==> src/rtl/hazard_ctrl_if.sv <==
// rtl/hazard_ctrl_if.sv - D/E/M hazard and mult/div occupancy signals between pipeline and hazard_ctrl
interface hazard_ctrl_if;
  logic [4:0] rsD;
  logic [4:0] rtD;
  logic [1:0] tuse_rsD;
  logic [1:0] tuse_rtD;
  logic [4:0] waE;
  logic       regwE;
  logic [2:0] tnewE;
  logic [4:0] waM;
  logic       regwM;
  logic [2:0] tnewM;
  logic       md_startE;
  logic       md_opE;
  logic       md_useD;
  logic       stall;
  logic       flushE;
  logic       md_busy;

  modport master (
    output rsD, rtD, tuse_rsD, tuse_rtD,
    output waE, regwE, tnewE, waM, regwM, tnewM,
    output md_startE, md_opE, md_useD,
    input  stall, flushE, md_busy
  );

  modport slave (
    input  rsD, rtD, tuse_rsD, tuse_rtD,
    input  waE, regwE, tnewE, waM, regwM, tnewM,
    input  md_startE, md_opE, md_useD,
    output stall, flushE, md_busy
  );
endinterface

==> src/rtl/hazard_ctrl.sv <==
// rtl/hazard_ctrl.sv - Tuse/Tnew stall and flush generation with mult/div busy tracking; HAZARD_STALL_CNT_EN adds a saturating stall counter
module hazard_ctrl (
  input  logic               clk,
  input  logic               reset,
  hazard_ctrl_if.slave       hz
`ifdef HAZARD_STALL_CNT_EN
  ,
  output logic [31:0]        stall_cnt
`endif
);

  logic       stallRs;
  logic       stallRt;
  logic       stallMd;
  logic       stallAll;
  logic [3:0] busyCnt;

  // tuse is widened to tnew's width; tuse = 3 can never be exceeded since tnew <= 3
  always_comb begin
    stallRs = (hz.rsD != 5'd0) &&
              ((hz.regwE && (hz.waE == hz.rsD) && (hz.tnewE > {1'b0, hz.tuse_rsD})) ||
               (hz.regwM && (hz.waM == hz.rsD) && (hz.tnewM > {1'b0, hz.tuse_rsD})));
    stallRt = (hz.rtD != 5'd0) &&
              ((hz.regwE && (hz.waE == hz.rtD) && (hz.tnewE > {1'b0, hz.tuse_rtD})) ||
               (hz.regwM && (hz.waM == hz.rtD) && (hz.tnewM > {1'b0, hz.tuse_rtD})));
    stallMd = hz.md_useD && ((busyCnt != 4'd0) || hz.md_startE);
    stallAll = stallRs || stallRt || stallMd;
  end

  assign hz.stall   = stallAll;
  assign hz.flushE  = stallAll;
  assign hz.md_busy = (busyCnt != 4'd0);

  // A new start reloads the counter even while busy: the last start wins
  always_ff @(posedge clk) begin
    if (reset) begin
      busyCnt <= 4'd0;
    end else if (hz.md_startE) begin
      busyCnt <= hz.md_opE ? 4'd10 : 4'd5;
    end else if (busyCnt != 4'd0) begin
      busyCnt <= busyCnt - 4'd1;
    end
  end

`ifdef HAZARD_STALL_CNT_EN
  always_ff @(posedge clk) begin
    if (reset) begin
      stall_cnt <= 32'd0;
    end else if (stallAll && (stall_cnt != 32'hFFFF_FFFF)) begin
      stall_cnt <= stall_cnt + 32'd1;
    end
  end
`endif

endmodule

==> src/flat_wrapper.sv <==
// flat-port wrapper written by rule: the top's interface ports become plain ports
module hazard_ctrl_flat 
  (clk, reset, hz_rsD, hz_rtD, hz_tuse_rsD, hz_tuse_rtD, hz_waE, hz_regwE, hz_tnewE, hz_waM, hz_regwM, hz_tnewM, hz_md_startE, hz_md_opE, hz_md_useD, hz_stall, hz_flushE, hz_md_busy);
  hazard_ctrl_if hz_i ();
  input  logic clk;
  input  logic reset;
  input wire logic [$bits(hz_i.rsD)-1:0] hz_rsD;
  input wire logic [$bits(hz_i.rtD)-1:0] hz_rtD;
  input wire logic [$bits(hz_i.tuse_rsD)-1:0] hz_tuse_rsD;
  input wire logic [$bits(hz_i.tuse_rtD)-1:0] hz_tuse_rtD;
  input wire logic [$bits(hz_i.waE)-1:0] hz_waE;
  input wire logic [$bits(hz_i.regwE)-1:0] hz_regwE;
  input wire logic [$bits(hz_i.tnewE)-1:0] hz_tnewE;
  input wire logic [$bits(hz_i.waM)-1:0] hz_waM;
  input wire logic [$bits(hz_i.regwM)-1:0] hz_regwM;
  input wire logic [$bits(hz_i.tnewM)-1:0] hz_tnewM;
  input wire logic [$bits(hz_i.md_startE)-1:0] hz_md_startE;
  input wire logic [$bits(hz_i.md_opE)-1:0] hz_md_opE;
  input wire logic [$bits(hz_i.md_useD)-1:0] hz_md_useD;
  output wire logic [$bits(hz_i.stall)-1:0] hz_stall;
  output wire logic [$bits(hz_i.flushE)-1:0] hz_flushE;
  output wire logic [$bits(hz_i.md_busy)-1:0] hz_md_busy;
  assign hz_i.rsD = hz_rsD;
  assign hz_i.rtD = hz_rtD;
  assign hz_i.tuse_rsD = hz_tuse_rsD;
  assign hz_i.tuse_rtD = hz_tuse_rtD;
  assign hz_i.waE = hz_waE;
  assign hz_i.regwE = hz_regwE;
  assign hz_i.tnewE = hz_tnewE;
  assign hz_i.waM = hz_waM;
  assign hz_i.regwM = hz_regwM;
  assign hz_i.tnewM = hz_tnewM;
  assign hz_i.md_startE = hz_md_startE;
  assign hz_i.md_opE = hz_md_opE;
  assign hz_i.md_useD = hz_md_useD;
  assign hz_stall = hz_i.stall;
  assign hz_flushE = hz_i.flushE;
  assign hz_md_busy = hz_i.md_busy;
  hazard_ctrl u_core (.clk(clk), .reset(reset), .hz(hz_i));
endmodule
==> config.mk <==
export PLATFORM = sky130hd
export DESIGN_NAME = hazard_ctrl_flat
export DESIGN_NICKNAME = d
export VERILOG_FILES = /design/src/rtl/hazard_ctrl_if.sv /design/src/rtl/hazard_ctrl.sv /design/src/flat_wrapper.sv
export SDC_FILE = /design/constraint.sdc
export NUM_CORES = 1
export LEC_CHECK = 0
export ABC_AREA = 1
export BUFFER_PORTS_ARGS = -buffer_cell sky130_fd_sc_hd__buf_2
export CORE_ASPECT_RATIO = 0.7
export CORE_MARGIN = 2
export CORE_UTILIZATION = 44
export DETAILED_ROUTE_END_ITERATION = 7
export GPL_TIMING_DRIVEN = 1
export PLACE_DENSITY = 0.76
export REMOVE_ABC_BUFFERS = 1
export SYNTH_ARGS = -nofsm -noshare
export SYNTH_HDL_FRONTEND = slang
export SYNTH_SLANG_ARGS = --single-unit
==> constraint.sdc <==
create_clock -name clk -period 1.5 [get_ports clk]
set_clock_uncertainty 0.15 [all_clocks]
set_input_delay 0.15 -clock clk [delete_from_list [all_inputs] [get_ports clk]]
set_output_delay 0.15 -clock clk [all_outputs]
set_load 0.01 [all_outputs]
==> out/summary.txt <==
Largest net degree at the start of global routing: 7
Clk buf depth: 2
Antenna Nets Post-Route: 0
Net switching power: 273 µW
Asr flop ratio synth: 0%
R2R setup slack: 0.20 ns
Endpoint of the worst hold path: u_core.busyCnt[2]$_SDFFE_PP0N_
Min cycle time layout: 1.49 ns
RSZ-0062 raised after global routing: yes
Layout cells sized above 1: 30.0%
LEAKAGE: 0.755 nW
Syn Inst Count: 167
Crit path arrival time: 1.19 ns
Largest regs: u_core.busyCnt (4)
CTS clk-pin slew, worst paths: 0.03 ns
Antenna violations before repair: 0
Status: finished clean
Biggest register: u_core.busyCnt
Register area share after synthesis: 9.07%
Number of enable flip-flop cells after synthesis: 0
Drt wl/cell: 10.2 µm
Slowest CP cell: dfxtp_1
Combinational share of power: 60.6%
CTS Root Cell: clkbuf_4
CP delay by family, top: flip-flops
Internal power: 406 µW
Complex-gate fraction of the synthesized area: 7.93%
R2r endpoint: u_core.busyCnt[0]$_SDFFE_PP0N_
Area of the die: 0.00239 mm²
Switching portion of total power: 40.2%
Nets: 259
DR DRC count: 0
Final WL: 2370 µm
Initial drt markers: 41
Vias in the first global route: 977
Post-Synth Simple-Gate Area: 47.3%
IO buf count: 39
Core ar.: 0.00187 mm²
Hold depth: 3
Final setup vio count: 0
CTS buffer count: 3
Most frequent cells in the layout: 65 x nand2_1, 33 x buf_2, 27 x inv_1
Reg power frac: 19.8%
Reg2Reg Depth: 5
H-tree depth: 1
Startpoint types: register
Worst Path Max Fanout: 4
Setup CP Type: register to output port
Worst slack, placed: -0.0277 ns
Fin. Hold Viols: 0
Max-slew headroom: 85.4%
Worst vdd ir: 0.553 mV
Via count: 1,110
Hold Crit Class: input pin to register
Setup TNS: 0 ns
Top post-synthesis cells by area: nand2_1 28%, ha_1 14%, inv_1 14%, dfxtp_1 9.1%, nor2_1 7.6%
Largest family of logic cells by synthesized area: simple AND/OR/NAND/NOR gates
Final hold slack: 0.111 ns
Xor/xnor share of the synthesized area: 4.96%
CTS tree: yes
TritonCTS Sinks: 4
CP bufs+invs: 2
GRT Resource Usage Total: 20.9%
Cell type with the largest total area after synthesis: nand2_1
Syn. warnings: 0
Vias per cell: 4.78
Fmax: 673 MHz
Syn Area/Cell: 5.29 µm²
CP Cell Sequence: inv_2 -> ha_4 -> nand4_4 -> nand2_2 -> nand3_2 -> buf_6
Fin crit share: 99.1%
Worst Min Path Start: hz_md_startE
Post-synth cell types: 24
Worst slew pin tran: 0.217 ns
Pins Over Slew Limit: 0
Post-synthesis mux area share: 0%
Placed wire-length estimate: 1950 µm
Row cnt: 13
First-pass GRT wire length: 3960 µm
Initial core utilization: 47.2%
I/O Pins: 40
Die H: 41.5 µm
Die Width: 57.6 µm
Top cell type's share of synthesized area: 28.5%
Power share of the clock group: 19.6%
Total gr overflow: 0
Syn Std Cell Area: 883 µm²
Most common cell after layout, fill and taps aside: nand2_1
Critical path endpoint category: output port
Final worst slack: 0.0139 ns
MaxCap Viol Count: 0
Primary FF master, synth: dfxtp_1
Reg-to-Reg Start: u_core.busyCnt[0]$_SDFFE_PP0N_
Routability Congestion: 0.876
Latest clock arrival within the worst-skew pair: 0.24 ns
Max incr delay on CP: 0.31 ns
Max FFs per register: 4
Layout area overhead: 43.5%
CP required: 1.20 ns
Adder-cell share of the synthesized area: 14.2%
Synth Register Bits: 4
Pre-Repair DR Iteration Count: 4
Power per cell area: 536 mW/mm²
Ant. Diodes: 0
per-stage QoR:
stage               std cells  utilization, %  instance area, µm²  power, mW
floorplan                 166               -                 876      0.354
global placement          227            58.7                1100      0.467
detailed placement        227            58.7                1100      0.477
CTS                       232            65.0                1220      0.662
global route              232            67.8                1270      0.749
finish                    232            67.8                1270      0.680
kinds of logic after synthesis:
logic type	count (synthesis)
flip-flops	4
XOR/XNOR	5
AND/OR/NAND/NOR	100
AO/OA/AOI/OAI	10
buffers and inverters	38
adder cells (fa/ha/maj)	10
per-layer routing:
layer	share of wire, %	track usage (%)
met1	47	27.1
met2	47	34.5
met3	4.3	4.67
met4	1.1	5.58
met5	0	0
worst max-delay path by stage:
stage                            to  cells past startpoint                           start
after detailed placement   hz_stall                     11                     hz_tnewE[1]
after floorplan           hz_flushE                     10                  hz_tuse_rtD[1]
final                     hz_flushE                      6  u_core.busyCnt[0]$_SDFFE_PP0N_
after global placement     hz_stall                     12                  hz_tuse_rtD[1]
after global routing      hz_flushE                     12                  hz_tuse_rtD[1]
after CTS                  hz_stall                     11                     hz_tnewE[1]
power groups by stage:
stage / clock (mW) / sequential [mW] / combinational, mW
after floorplan: 0 / 0.133 / 0.222
after global placement: 0 / 0.135 / 0.332
after detailed placement: 0 / 0.135 / 0.341
after CTS: 0.140 / 0.135 / 0.387
after global routing: 0.147 / 0.136 / 0.466
final: 0.133 / 0.135 / 0.412
tightest hold or removal path: stages:
cell,delay [ns]
buf_2,0.12
o211ai_1,0.10
nor2_1,0.09
area by class of cell:
cell class	instances	area, µm²
Clock buffer	3	22.5
Sequential cell	4	80.1
Fill cell	173	603
Tap cell	22	27.5
Multi-Input combinational cell	125	737
Timing Repair Buffer	41	254
Inverter	37	146
repair_timing:
action,4_1_cts,5_1_grt
pin swaps,8,11
cloned,0,0
endpoints found under the setup margin,2,2
resized for setup,15,13
buffers inserted,1,0
endpoints found under the hold margin,4,0
hold buffers,1,0
cells in the mapped netlist, types with 2 or more instances:
| cell type | instances |
|---|---|
| inv_2 | 3 |
| ha_1 | 10 |
| xor2_1 | 3 |
| nor2_1 | 18 |
| inv_1 | 33 |
| a21oi_1 | 2 |
| nor3_1 | 2 |
| nand2_1 | 67 |
| nand4_1 | 2 |
| nand3_1 | 9 |
| xnor2_1 | 2 |
| dfxtp_1 | 4 |
Note: power is estimated with default switching activity, not from simulation.
